`src/rtl/mpu_viol_log.sv`:
```
// Violation log for the MPU: queues denied accesses in a first-word-fall-through
// FIFO, counts events lost to a full queue, and raises a level interrupt for the reader.
module mpu_viol_log #(
  parameter int DEPTH      = 8,
  parameter int ADDR_W     = 22,
  parameter int IRQ_THRESH = 4
) (
  input  logic                     clk,
  input  logic                     resetn,
  input  logic                     viol_valid,
  input  logic [31:0]              viol_pc,
  input  logic [ADDR_W-1:0]        viol_addr,
  input  logic                     viol_wr,
  input  logic                     viol_inst,
  output logic                     rd_valid,
  input  logic                     rd_ready,
  output logic [31:0]              rd_pc,
  output logic [ADDR_W-1:0]        rd_addr,
  output logic                     rd_wr,
  output logic                     rd_inst,
  output logic [$clog2(DEPTH):0]   count,
  output logic                     overflow,
  output logic [15:0]              drop_cnt,
  input  logic                     clr_ovf,
  output logic                     irq
);

  localparam int PTR_W = $clog2(DEPTH);
  localparam int CNT_W = PTR_W + 1;
  localparam logic [CNT_W-1:0] DEPTH_C  = CNT_W'(DEPTH);
  localparam logic [CNT_W-1:0] THRESH_C = CNT_W'(IRQ_THRESH);

  typedef struct packed {
    logic [31:0]       pc;
    logic [ADDR_W-1:0] addr;
    logic              wr;
    logic              inst;
  } entry_t;

  entry_t mem [DEPTH];
  entry_t entry_in;
  entry_t head;

  logic [PTR_W-1:0] wr_ptr;
  logic [PTR_W-1:0] rd_ptr;

  logic             full;
  logic             push;
  logic             pop;
  logic             drop;
  logic [CNT_W-1:0] count_next;
  logic             overflow_next;
  logic [15:0]      drop_cnt_next;
  logic             irq_next;

  assign entry_in = '{pc: viol_pc, addr: viol_addr, wr: viol_wr, inst: viol_inst};

  // Head is read straight out of storage so the oldest entry falls through to rd_*.
  assign head     = mem[rd_ptr];
  assign rd_pc    = head.pc;
  assign rd_addr  = head.addr;
  assign rd_wr    = head.wr;
  assign rd_inst  = head.inst;
  assign rd_valid = (count != '0);

  always_comb begin
    full = (count == DEPTH_C);
    pop  = rd_valid && rd_ready;
    push = viol_valid && (!full || pop);
    drop = viol_valid && full && !pop;

    count_next = count;
    case ({push, pop})
      2'b10:   count_next = count + 1'b1;
      2'b01:   count_next = count - 1'b1;
      default: count_next = count;
    endcase

    // A drop wins over a coincident clear so the lost event is always recorded.
    overflow_next = overflow;
    drop_cnt_next = drop_cnt;
    if (drop) begin
      overflow_next = 1'b1;
      if (clr_ovf) begin
        drop_cnt_next = 16'd1;
      end else if (drop_cnt != 16'hFFFF) begin
        drop_cnt_next = drop_cnt + 16'd1;
      end
    end else if (clr_ovf) begin
      overflow_next = 1'b0;
      drop_cnt_next = 16'd0;
    end

    irq_next = (count_next >= THRESH_C) || overflow_next;
  end

  always_ff @(posedge clk) begin
    if (!resetn) begin
      wr_ptr   <= '0;
      rd_ptr   <= '0;
      count    <= '0;
      overflow <= 1'b0;
      drop_cnt <= 16'd0;
      irq      <= 1'b0;
    end else begin
      if (push) begin
        wr_ptr <= wr_ptr + 1'b1;
      end
      if (pop) begin
        rd_ptr <= rd_ptr + 1'b1;
      end
      count    <= count_next;
      overflow <= overflow_next;
      drop_cnt <= drop_cnt_next;
      irq      <= irq_next;
    end
  end

  // Storage has no reset; a write is suppressed while reset is asserted.
  always_ff @(posedge clk) begin
    if (resetn && push) begin
      mem[wr_ptr] <= entry_in;
    end
  end

endmodule

```
`config.mk`:
```
export PLATFORM = sky130hd
export DESIGN_NAME = mpu_viol_log
export DESIGN_NICKNAME = d
export VERILOG_FILES = /design/src/rtl/mpu_viol_log.sv
export SDC_FILE = /design/constraint.sdc
export NUM_CORES = 1
export LEC_CHECK = 0
export BUFFER_PORTS_ARGS = -buffer_cell sky130_fd_sc_hd__buf_2
export CORE_UTILIZATION = 55
export DETAILED_ROUTE_END_ITERATION = 12
export PLACE_DENSITY = 0.85
export SETUP_SLACK_MARGIN = 0.02
export SYNTH_ARGS = -nofsm -noshare
export SYNTH_HDL_FRONTEND = slang
export SYNTH_SLANG_ARGS = --single-unit
```
`constraint.sdc`:
```
create_clock -name clk -period 14.9 [get_ports clk]
set_input_delay 0 -clock clk [delete_from_list [all_inputs] [get_ports clk]]
set_output_delay 0 -clock clk [all_outputs]
set_load 0.01 [all_outputs]
```
==> results of run 1 <==
==> final cells by class <==
type                    count  area [µm²]  area share (%)
flip-flops and latches    479       14100            64.8
clock inverters            28         265            1.22
well taps                 442         553            2.54
repair buffers            212        1400            6.42
diodes                      2        5.00          0.0230
inverters                   4        15.0          0.0690
clock buffers              57        1230            5.68
multi-input cells         322        4190            19.3
==> routing by layer <==
layer	vias to the layer above	routed length (µm)	share of wire, %
met5	-	0	0
met4	0	685	1.9
met3	53	2120	5.9
met2	328	18400	51
met1	4786	14900	41
li1	4022	-	-
==> worst min-delay path by stage <==
| stage | endpoint | startpoint | cells past startpoint |
|---|---|---|---|
| floorplan | mem[0][0] | viol_inst | 0 |
| global placement | mem[0][52] | viol_pc[28] | 1 |
| detailed placement | mem[4][10] | viol_addr[8] | 1 |
| CTS | mem[0][1] | viol_wr | 2 |
| global route | mem[2][19] | viol_addr[17] | 2 |
| finish | mem[0][1] | viol_wr | 2 |
==> power breakdown <==
part | total, mW | switching [mW] | internal (mW)
clock network | 1.14 | 0.470 | 0.675
logic | 0.526 | 0.239 | 0.287
registers | 1.53 | 0.0325 | 1.50
==> flip-flops by register name, indices dropped and copies added (netlist names), named ones only <==
signal / flops
mem: 448
drop_cnt: 16
count: 4
rd_ptr: 3
wr_ptr: 3
irq: 1
overflow: 1
==> synthesized netlist by cell type (6+ instances only) <==
| library cell | instances | area [µm²] |
|---|---|---|
| a21oi_1 | 17 | 85.1 |
| and2_1 | 9 | 56.3 |
| buf_1 | 6 | 22.5 |
| buf_2 | 9 | 45.0 |
| clkbuf_1 | 29 | 109 |
| dfxtp_1 | 31 | 621 |
| edfxtp_1 | 448 | 13500 |
| mux2_2 | 56 | 631 |
| mux4_2 | 112 | 2520 |
| nand2_1 | 10 | 37.5 |
| nand3_1 | 12 | 60.1 |
| nand4_1 | 6 | 37.5 |
| nor2_1 | 7 | 26.3 |
| nor3_1 | 11 | 55.1 |
| nor4_1 | 6 | 37.5 |
| o21ai_0 | 7 | 35.0 |
| o31ai_1 | 10 | 75.1 |
| or4_1 | 12 | 90.1 |
==> cells by family (layout without fill, tap and decap cells) <==
logic type	count (synthesis)	in the layout	share of synthesized area, %
and+or+nand+nor	93	93	3.00
AOI/OAI and AO/OA	49	49	1.70
buffers and inverters	49	301	1.10
other	0	2	0
muxes	171	171	17.3
DFF	479	479	76.4
xor gates and xnor gates	5	5	0.238
adders and majority gates	4	4	0.272
==> layout by cell type, fill, tap and decap left out, types with 3 or more instances in the layout <==
cell	n
a21boi_0	3
a21oi_1	17
and2_1	9
and4_1	3
buf_2	139
buf_4	12
bufinv_16	5
clkbuf_1	9
clkbuf_16	48
clkinv_1	14
clkinv_2	6
dfxtp_1	28
dfxtp_4	3
dlygate4sd3_1	61
edfxtp_1	448
ha_1	4
inv_1	4
mux2_2	56
mux2i_1	3
mux4_2	112
nand2_1	10
nand2b_1	4
nand3_1	12
nand3b_1	4
nand4_1	6
nor2_1	5
nor3_1	7
nor3_2	4
nor4_1	4
o21ai_0	7
o31ai_1	10
or4_1	12
xnor2_1	4
==> critical path, stage by stage, from the launching register on <==
cell,delay [ns]
dfxtp_4,0.83
buf_4,0.84
mux4_2,0.42
mux2_2,0.31
buf_2,0.15
==> metrics by stage <==
step           total power, mW  instance area, µm²
4_1_cts                   3.24               21700
5_1_grt                   3.33               21700
3_3_place_gp              2.07               19600
3_5_place_dp              2.08               19600
6_report                  3.20               21700
2_1_floorplan             1.93               18400
==> reports/results.tsv, run 1 <==
stage	metric	value	unit
global_route	vias in the first global route	9456	
place	Port-buffer cells	139	
clock_tree	CTS root buf	clkbuf_16	
pwr	pwr/cell area	147	nW/µm²
drt	Vias	9189	
critical_path	CP Class	flop to output port	
sta	Fmax	317	MHz
floorplan	I/O pin cnt	140	
clock_tree	Post-CTS Hold Buffers	61	
critical_path	Worst Path Required	14.90	ns
logic_synthesis	sequential cell area fraction in the yosys report	76.4	%
hold_path	HP Class	primary input to flop	
critical_path	crit end category	output port	
final_layout	P&R area growth vs syn	18.1	%
logic_synthesis	Mean Syn Cell Area	21.7	µm²
sta	Fin Setup TNS	0	ns
sta	Final Cycle Share	21.2	%
final_layout	layout cell share with drive strength beyond 1	36.1	%
critical_path	r2r endpoint	mem[0][55]	
global_route	GR peak layer	met2	
global_route	initial antenna violation count	2	
place	DP HPWL	18400	µm
clock_tree	CTS Buf Count	47	
critical_path	RR Startpoint	count[1]	
pwr	leakage	6.96	nW
outcome	status	complete, no violations	
floorplan	core footprint	32800	µm²
clock_tree	Post-CTS Setup Bufs	0	
global_route	GR Overflow Total	0	
clock_tree	CTS tree	yes	
drt	first-pass detailed-route iteration total	4	
critical_path	critical path endpoint	rd_pc[8]	
floorplan	DIE WIDTH	185	µm
clock_tree	clk sinks	479	
final_layout	Post-Layout Cell Count	1546	
critical_path	Critical Path Fanout Max	62	
logic_synthesis	Synth warnings	0	
critical_path	crit path launch type	flop	
drt	drt wl/cell	23.3	µm
sta	min Tclk post-route	3.16	ns
clock_tree	clk_lat worst skew	0.54	ns
logic_synthesis	Seq cells post-synth	479	
critical_path	Data arrival, critical path	3.16	ns
pwr	Peak VDD IR	93.2	µV
final_layout	Final Util	66.3	%
sta	max-slew violations	0	
global_route	GR Util All Layers	21.6	%
logic_synthesis	ys flop type	edfxtp_1	
floorplan	Site Rows	66	
sta	Slew headroom	33.7	%
sta	Min Hold Slack	0.267	ns
clock_tree	Max clock buf depth	3	
clock_tree	H-tree Lvls	2	
floorplan	Initial Util	56.2	%
sta	count of final hold-check violations	0	
sta	Slew @ Worst Pin	0.995	ns
global_route	GRT met3 Usage	3.87	%
logic_synthesis	Post-Syn Instances	850	
critical_path	Worst R2R Setup Slack	11.90	ns
logic_synthesis	async set-reset flop share out of synthesis	0	%
global_route	met2 Use GR	36.5	%
clock_tree	clk slew on worst S/H paths	0.06	ns
global_route	first-pass GRT wire length	54800	µm
drt	Detailed Route WL	36100	µm
critical_path	reg2reg path depth	4	
global_route	largest net degree at the start of global routing	63	
place	RD Place Congestion	0.793	
clock_tree	# resized after CTS	0	
logic_synthesis	Post-synth EDFFs	448	
sta	Final setup viols	0	
final_layout	Fill cells	2083	
logic_synthesis	mapped cell area	18400	µm²
drt	Routed Antenna Nets	0	
final_layout	nets	1131	
sta	final worst-path setup slack	11.74	ns
drt	vias per cell	5.94	
run	maxcap violations	0	
floorplan	Die ar.	34200	µm²
logic_synthesis	Unique masters post-synth	46	
sta	RSZ-0062 raised after global routing	no	
drt	Iter 0 DRT Violations	724	
drt	drt drc	0	
sta	Final Skew	0.0116	ns
place	dpl ws	11.89	ns
floorplan	die height	185	µm
place	placed cell count	1398	
global_route	met1 usage	29.0	%
logic_synthesis	syn nets	915	
Power figures use the tool's default switching activity.
==> inputs of run 2 (changes only) <==
--- a/config.mk
+++ b/config.mk
@@ -5,6 +5,7 @@
 export SDC_FILE = /design/constraint.sdc
 export NUM_CORES = 1
 export LEC_CHECK = 0
+export ABC_AREA = 1
 export BUFFER_PORTS_ARGS = -buffer_cell sky130_fd_sc_hd__buf_2
 export CORE_UTILIZATION = 55
 export DETAILED_ROUTE_END_ITERATION = 12
==> constraint.sdc (replaced) <==
create_clock -name clk -period 3.1 [get_ports clk]
set_input_delay 0 -clock clk [delete_from_list [all_inputs] [get_ports clk]]
set_output_delay 0 -clock clk [all_outputs]
set_load 0.01 [all_outputs]
==> run 2 against run 1 <==
First-iteration DRC count up 110%. Synthesized cell count grew 79%. Critical path depth rose by 2. Worst setup slack worse by 12 ns. Combinational power grew to 5.3 times the previous value. Sequential share of layout area shrank 1.3 points. Register-to-register slack lost 11 ns. Power grew to 4.8 times the previous value. Critical endpoint is now rd_pc[28].
==> reports/results.tsv, run 2 <==
stage	metric	value	unit	change
sta	Final Cycle Share	96.1	%	
clock_tree	Post-CTS Setup Bufs	0		unchanged
critical_path	Data arrival, critical path	2.98	ns	-0.18 ns
final_layout	cell area after layout	22200	µm²	+2.1%
hold_path	HP Class	primary input to flop		
critical_path	crit path launch type	flop		
critical_path	crit end category	output port		
floorplan	I/O pin cnt	140		unchanged
global_route	largest net degree at the start of global routing	187		+200%
global_route	initial antenna violation count	1		-1
clock_tree	clk_lat worst skew	0.57	ns	+0.03 ns
logic_synthesis	Post-Syn Instances	1525		+79%
logic_synthesis	top-count cell post-synth	edfxtp_1		
clock_tree	CTS tree	yes		
pwr	Peak VDD IR	381	µV	+310%
logic_synthesis	Yosys top cell by area	edfxtp_1		
logic_synthesis	sequential cell area fraction in the yosys report	74.5	%	-1.9 points
logic_synthesis	Unique masters post-synth	31		-33%
critical_path	slowest CP cell	dfxtp_4		
critical_path	CP delay by family, top	compound AO/OA/AOI/OAI gates		
clock_tree	CTS Buf Count	45		-4.3%
sta	Final Skew	0.0154	ns	+0.00380 ns
final_layout	storage element area	14100	µm²	about the same
global_route	GR Overflow Total	0		unchanged
drt	DR WL met3	3940	µm	+86%
logic_synthesis	Mean Syn Cell Area	12.4	µm²	-43%
sta	Slew headroom	43.5	%	+9.8 points
clock_tree	clk sinks	479		unchanged
logic_synthesis	Synth warnings	0		unchanged
critical_path	Worst Path Required	3.10	ns	-11.80 ns
final_layout	P&R area growth vs syn	17.5	%	
final_layout	Biggest register	mem		
place	DP HPWL	24100	µm	+31%
drt	Iter 0 DRT Violations	1499		+110%
drt	Detailed Route WL	43100	µm	+19%
clock_tree	H-tree Lvls	2		unchanged
drt	first-pass detailed-route iteration total	5		+1
logic_synthesis	top area cells in the synthesized netlist	edfxtp_1 (71%), nor2_1 (8.4%), o21ai_0 (6.2%)		
drt	Routed Antenna Nets	0		unchanged
floorplan	Site Rows	67		+1.5%
run	maxcap violations	0		unchanged
final_layout	most common cell after layout, fill and taps aside	edfxtp_1		
final_layout	biggest regs	mem x448, drop_cnt x16, count x4		
final_layout	max reg flops	448		unchanged
global_route	vias in the first global route	13000		+37%
final_layout	Fill cells	2300		+10%
pwr	pwr/cell area	699	nW/µm²	+370%
logic_synthesis	async set-reset flop share out of synthesis	0	%	unchanged
final_layout	nets	1778		+57%
place	RD Place Congestion	0.827		+4.3%
critical_path	CP Buf/Inv Count	2		unchanged
sta	count of final hold-check violations	0		unchanged
final_layout	multi-input logic area	4310	µm²	+2.9%
clock_tree	clk slew on worst S/H paths	0.06	ns	about the same
place	DP Area	20100	µm²	+2.5%
logic_synthesis	most instantiated cells after synthesis	edfxtp_1 (448), nor2_1 (421), o21ai_0 (235)		
clock_tree	Max clock buf depth	3		unchanged
global_route	first-pass GRT wire length	67800	µm	+24%
floorplan	DIE WIDTH	187	µm	+1.3%
logic_synthesis	ys flop type	edfxtp_1		
sta	Final setup viols	0		unchanged
floorplan	Die ar.	35100	µm²	+2.5%
sta	Fmax	336	MHz	
drt	drt drc	0		unchanged
critical_path	CP Class	flop to output port		
drt	drt wl/cell	19.6	µm	-16%
floorplan	Initial Util	56.1	%	-0.12 points
drt	wire length on met2	21600	µm	+18%
sta	Slew @ Worst Pin	0.848	ns	-0.146 ns
floorplan	core footprint	33700	µm²	+2.8%
logic_synthesis	Yosys top cell area share	71.2	%	-1.8 points
final_layout	layout cell share with drive strength beyond 1	15.0	%	-21 points
sta	min Tclk post-route	2.98	ns	
logic_synthesis	syn nets	1590		+74%
drt	M1 WL	16500	µm	+11%
outcome	status	complete, no violations		
place	Port-buffer cells	139		unchanged
logic_synthesis	Seq cells post-synth	479		unchanged
final_layout	most frequent cells in the layout	edfxtp_1 (448), nor2_1 (417), o21ai_0 (235)		
critical_path	CP Cell Sequence	buf_16, o21ai_0, o22ai_1, nor2_1, a31oi_1, buf_2		
sta	Min Hold Slack	0.251	ns	-0.0159 ns
drt	Vias	13000		+42%
global_route	GR Util All Layers	24.6	%	+3.0 points
logic_synthesis	mapped cell area	18900	µm²	+2.6%
logic_synthesis	Post-synth EDFFs	448		unchanged
critical_path	delay of the slowest critical-path stage	0.65	ns	-0.19 ns
sta	RSZ-0062 raised after global routing	no		
drt	top sig layer	met4		
pwr	leakage	7.74	nW	+11%
floorplan	die height	187	µm	+1.3%
critical_path	Critical Path Fanout Max	186		+200%
sta	max-slew violations	0		unchanged
clock_tree	CTS root buf	clkbuf_16		
drt	vias per cell	5.94		about the same
[run 2: cell types whose count changed after synthesis, sizes merged, moves of 55 or more]
cell	change
o21ai	+229
nor2	+416
mux4	-112
o22ai	+56
a31oi	+55
mux2	-56
[run 2: where the power goes]
part | internal [mW] | switching, mW | leakage, nW
clock network | 3.09 | 2.34 | 0.706
logic | 0.917 | 1.85 | 2.74
registers | 7.22 | 0.105 | 4.30
[run 2: metrics by stage]
stage / utilization (%) / total power, mW / cells / setup slack [ns] / TNS, ns
finish: 65.9 / 15.5 / 2194 / 0.122 / 0
global route: 65.9 / 16.1 / 2193 / 0.0333 / 0
CTS: 65.9 / 15.5 / 2193 / 0.140 / 0
detailed placement: 59.7 / 10.1 / 2052 / 0.734 / 0
global placement: 59.7 / 10.0 / 2052 / 0.758 / 0
floorplan: - / 9.16 / 1525 / -0.759 / -295.75
[run 2: path summary, 6_finish.rpt]
path	slack, ns	cells past startpoint	end	startpoint
worst min-delay path	0.25	2	mem[4][23]	viol_addr[21]
worst max register to register	0.70	7	mem[2][45]	count[1]
worst min register to register	0.47	2	rd_ptr[2]	rd_ptr[2]
worst max-delay path	0.12	6	rd_pc[28]	flop
[run 2: cells by family (layout without fill, tap and decap cells)]
| family | count (synthesis) | after routing | synth area share [%] |
|---|---|---|---|
| fa+ha+maj | 4 | 4 | 0.265 |
| compound gates | 369 | 369 | 10.6 |
| xor+xnor | 1 | 1 | 0.0464 |
| other cells | 0 | 1 | 0 |
| buf+inv | 137 | 357 | 3.09 |
| flops | 479 | 479 | 74.5 |
| simple gates | 535 | 535 | 11.5 |
[run 2: layout make-up]
type                    count  area share (%)
diodes                      1          0.0113
well taps                 448            2.52
clock buffers              55            5.38
repair buffers            228            7.21
flip-flops and latches    479            63.4
inverters                  50           0.879
multi-input cells         909            19.4
clock inverters            24            1.15
[run 2: metal layers]
metal | vias up | GRT usage (%)
met1 | 6332 | 31.5
met4 | 0 | 8.98
met3 | 93 | 4.17
li1 | 5877 | -
met2 | 740 | 42.2
met5 | - | 0
[run 2: what timing repair did]
item | CTS | global route
endpoints found under the hold margin | 476 | 0
endpoints found under the setup margin | 0 | 2
resized for setup | 0 | 1
hold buffers | 62 | 0
==> inputs of run 3 (changes only) <==
--- a/config.mk
+++ b/config.mk
@@ -6,10 +6,10 @@
 export NUM_CORES = 1
 export LEC_CHECK = 0
 export ABC_AREA = 1
-export BUFFER_PORTS_ARGS = -buffer_cell sky130_fd_sc_hd__buf_2
+export BUFFER_PORTS_ARGS = -buffer_cell sky130_fd_sc_hd__buf_4
 export CORE_UTILIZATION = 55
 export DETAILED_ROUTE_END_ITERATION = 12
-export PLACE_DENSITY = 0.85
+export PLACE_DENSITY = 0.74
 export SETUP_SLACK_MARGIN = 0.02
 export SYNTH_ARGS = -nofsm -noshare
 export SYNTH_HDL_FRONTEND = slang
==> run 3 against run 2 <==
Via count fell by 5.1%. Clock skew rose by 0.0013 ns. Largest cell class unchanged. Count of clock-buffer cells in the layout rose by 4. Largest power group unchanged. Critical endpoint is now rd_pc[6]. Register-to-register slack improved by 0.06 ns. Die area did not move. Cell count rose by 0.23%. Clock power fell by 2%. Critical path depth did not move. Non-clock buffer count fell by 2. Core utilization rose by 1.1 points. Routed wire length fell by 7.3%. Combinational power rose by 5%.
==> reports/results.tsv, run 3 (same netlist as run 2, synthesis figures left out) <==
stage	metric	value	unit	change
outcome	status	complete, no violations		
sta	Fin Setup TNS	0	ns	unchanged
critical_path	delay of the slowest critical-path stage	0.61	ns	-0.04 ns
place	DP Area	20500	µm²	+1.9%
clock_tree	CTS tree	yes		
clock_tree	H-tree Lvls	2		unchanged
place	RD Place Congestion	0.857		+3.6%
drt	DR WL met3	2410	µm	-39%
pwr	Final Total Pwr	15.6	mW	+0.21%
global_route	largest net degree at the start of global routing	225		+20%
run	maxcap violations	0		unchanged
pwr	combinational power share	18.8	%	+1.0 points
pwr	Peak VDD IR	488	µV	+28%
global_route	first-pass GRT wire length	63000	µm	-7.1%
pwr	Pint	11.4	mW	+1.4%
sta	Final Skew	0.0167	ns	+0.00129 ns
drt	vias per cell	5.63		-5.3%
sta	RSZ-0062 raised after global routing	no		
hold_path	HP Start	viol_addr[17]		
final_layout	multi-input logic area	4310	µm²	unchanged
hold_path	HP Class	primary input to flop		
floorplan	DIE WIDTH	187	µm	unchanged
clock_tree	clk sinks	479		unchanged
final_layout	most frequent cells in the layout	edfxtp_1 (448), nor2_1 (417), o21ai_0 (235)		
clock_tree	clk_lat worst skew	0.54	ns	-0.03 ns
final_layout	storage element area	14100	µm²	unchanged
pwr	clock power share	34.3	%	-0.7 points
clock_tree	CTS Buf Count	47		+4.4%
final_layout	max reg flops	448		unchanged
clock_tree	# resized after CTS	0		unchanged
critical_path	CP Class	flop to output port		
sta	Final Cycle Share	89.4	%	-6.6 points
critical_path	RR Startpoint	count[1]		
sta	Slew headroom	28.4	%	-15 points
final_layout	layout cell share with drive strength beyond 1	14.8	%	-0.21 points
critical_path	r2r endpoint	mem[0][1]		
sta	count of final hold-check violations	0		unchanged
place	DP HPWL	21500	µm	-11%
hold_path	hold endpoint	mem[3][19]		
final_layout	nets	1778		unchanged
critical_path	crit end category	output port		
global_route	vias in the first global route	12200		-6.0%
clock_tree	Max clock buf depth	3		unchanged
floorplan	core footprint	33700	µm²	unchanged
final_layout	Fill cells	2404		+4.5%
sta	Final setup viols	0		unchanged
sta	Slew @ Worst Pin	1.07	ns	+0.226 ns
global_route	initial antenna violation count	2		+1
final_layout	P&R area growth vs syn	19.5	%	
critical_path	Worst Path Required	3.10	ns	about the same
drt	Detailed Route WL	39900	µm	-7.3%
final_layout	cell area after layout	22600	µm²	+1.7%
drt	M1 WL	16600	µm	+0.73%
floorplan	Initial Util	56.1	%	unchanged
pwr	leakage	7.83	nW	+1.2%
final_layout	biggest regs	mem x448, drop_cnt x16, count x4		
drt	drt drc	0		unchanged
drt	Iter 0 DRT Violations	1106		-26%
global_route	GR Overflow Total	0		unchanged
pwr	pwr/cell area	689	nW/µm²	-1.5%
pwr	switching part of the total	26.8	%	-0.85 points
place	Port-buffer cells	139		unchanged
critical_path	Worst R2R Setup Slack	0.76	ns	+0.06 ns
sta	min Tclk post-route	2.77	ns	-0.206 ns
drt	first-pass detailed-route iteration total	5		unchanged
final_layout	Biggest register	mem		
floorplan	Site Rows	67		unchanged
drt	Vias	12400		-5.1%
critical_path	reg2reg path depth	7		unchanged
pwr	power share of the sequential group	46.9	%	-0.3 points
critical_path	crit path launch type	flop		
floorplan	Die ar.	35100	µm²	unchanged
critical_path	Critical Path Fanout Max	224		+20%
critical_path	CP Cell Sequence	buf_12, o21ai_0, o22ai_1, nor2_1, a31oi_1, buf_4		
floorplan	I/O pin cnt	140		unchanged
critical_path	Data arrival, critical path	2.77	ns	-0.21 ns
sta	max-slew violations	0		unchanged
critical_path	slowest CP cell	buf_12		
final_layout	most common cell after layout, fill and taps aside	edfxtp_1		
clock_tree	clk slew on worst S/H paths	0.06	ns	about the same
sta	Fmax	361	MHz	+7.4%
floorplan	die height	187	µm	unchanged
clock_tree	CTS root buf	clkbuf_16		
hold_path	Hold Crit Depth	2		unchanged
drt	drt wl/cell	18.2	µm	-7.5%
drt	top sig layer	met4		
global_route	GR Util All Layers	22.6	%	-2.0 points
drt	wire length on met2	19900	µm	-7.8%
drt	Routed Antenna Nets	0		unchanged
clock_tree	Post-CTS Setup Bufs	0		unchanged
pwr	Switch Pwr	4.17	mW	-2.9%
[run 3: area by class of cell]
class	instances	share of cell area, %
repair buffers	226	8.75
clock inverters	26	0.831
flip-flops and latches	479	62.4
diodes	2	0.0222
inverters	50	0.864
multi-input cells	909	19.1
well taps	448	2.48
clock buffers	59	5.60
[run 3: metal layers]
metal	track usage (%)	vias up
li1	-	5876
met1	29.8	6015
met2	38.6	417
met3	3.11	74
met4	7.85	0
met5	0	-
[run 3: worst max path at each step]
stage / end / cells past startpoint
global placement: mem[0][42] / 7
finish: rd_pc[6] / 6
global route: rd_pc[20] / 6
CTS: rd_addr[11] / 6
floorplan: mem[1][0] / 6
detailed placement: mem[0][43] / 7
[run 3: worst max-delay path, delay by kind of cell (launching register included)]
| family | cells | cell delay (ns) |
|---|---|---|
| AO/OA/AOI/OAI | 3 | 0.71 |
| AND/OR/NAND/NOR | 1 | 0.06 |
| buffers and inverters | 2 | 0.79 |
| flip-flops | 1 | 0.38 |
[run 3: power groups by stage]
stage               logic (mW)  registers, mW  clock network [mW]
finish                    2.92           7.30                5.34
CTS                       2.94           7.30                5.40
global route              3.22           7.30                5.64
global placement          2.79           7.42                   0
detailed placement        2.85           7.43                   0
floorplan                 1.73           7.43                   0
[run 3: what timing repair did]
item	4_1_cts	5_1_grt
hold buffers	62	0
endpoints found under the setup margin	0	0
hold endpoints to repair	477	0
[run 3: through the flow]
stage	util (%)	std cells	setup WS [ns]	hold slack, ns
global route	67.0	2198	0.253	0.236
CTS	67.0	2197	0.429	0.215
detailed placement	60.8	2050	0.786	0.233
floorplan	-	1525	-0.759	0.0989
global placement	60.8	2050	0.883	0.233
finish	67.0	2199	0.328	0.224
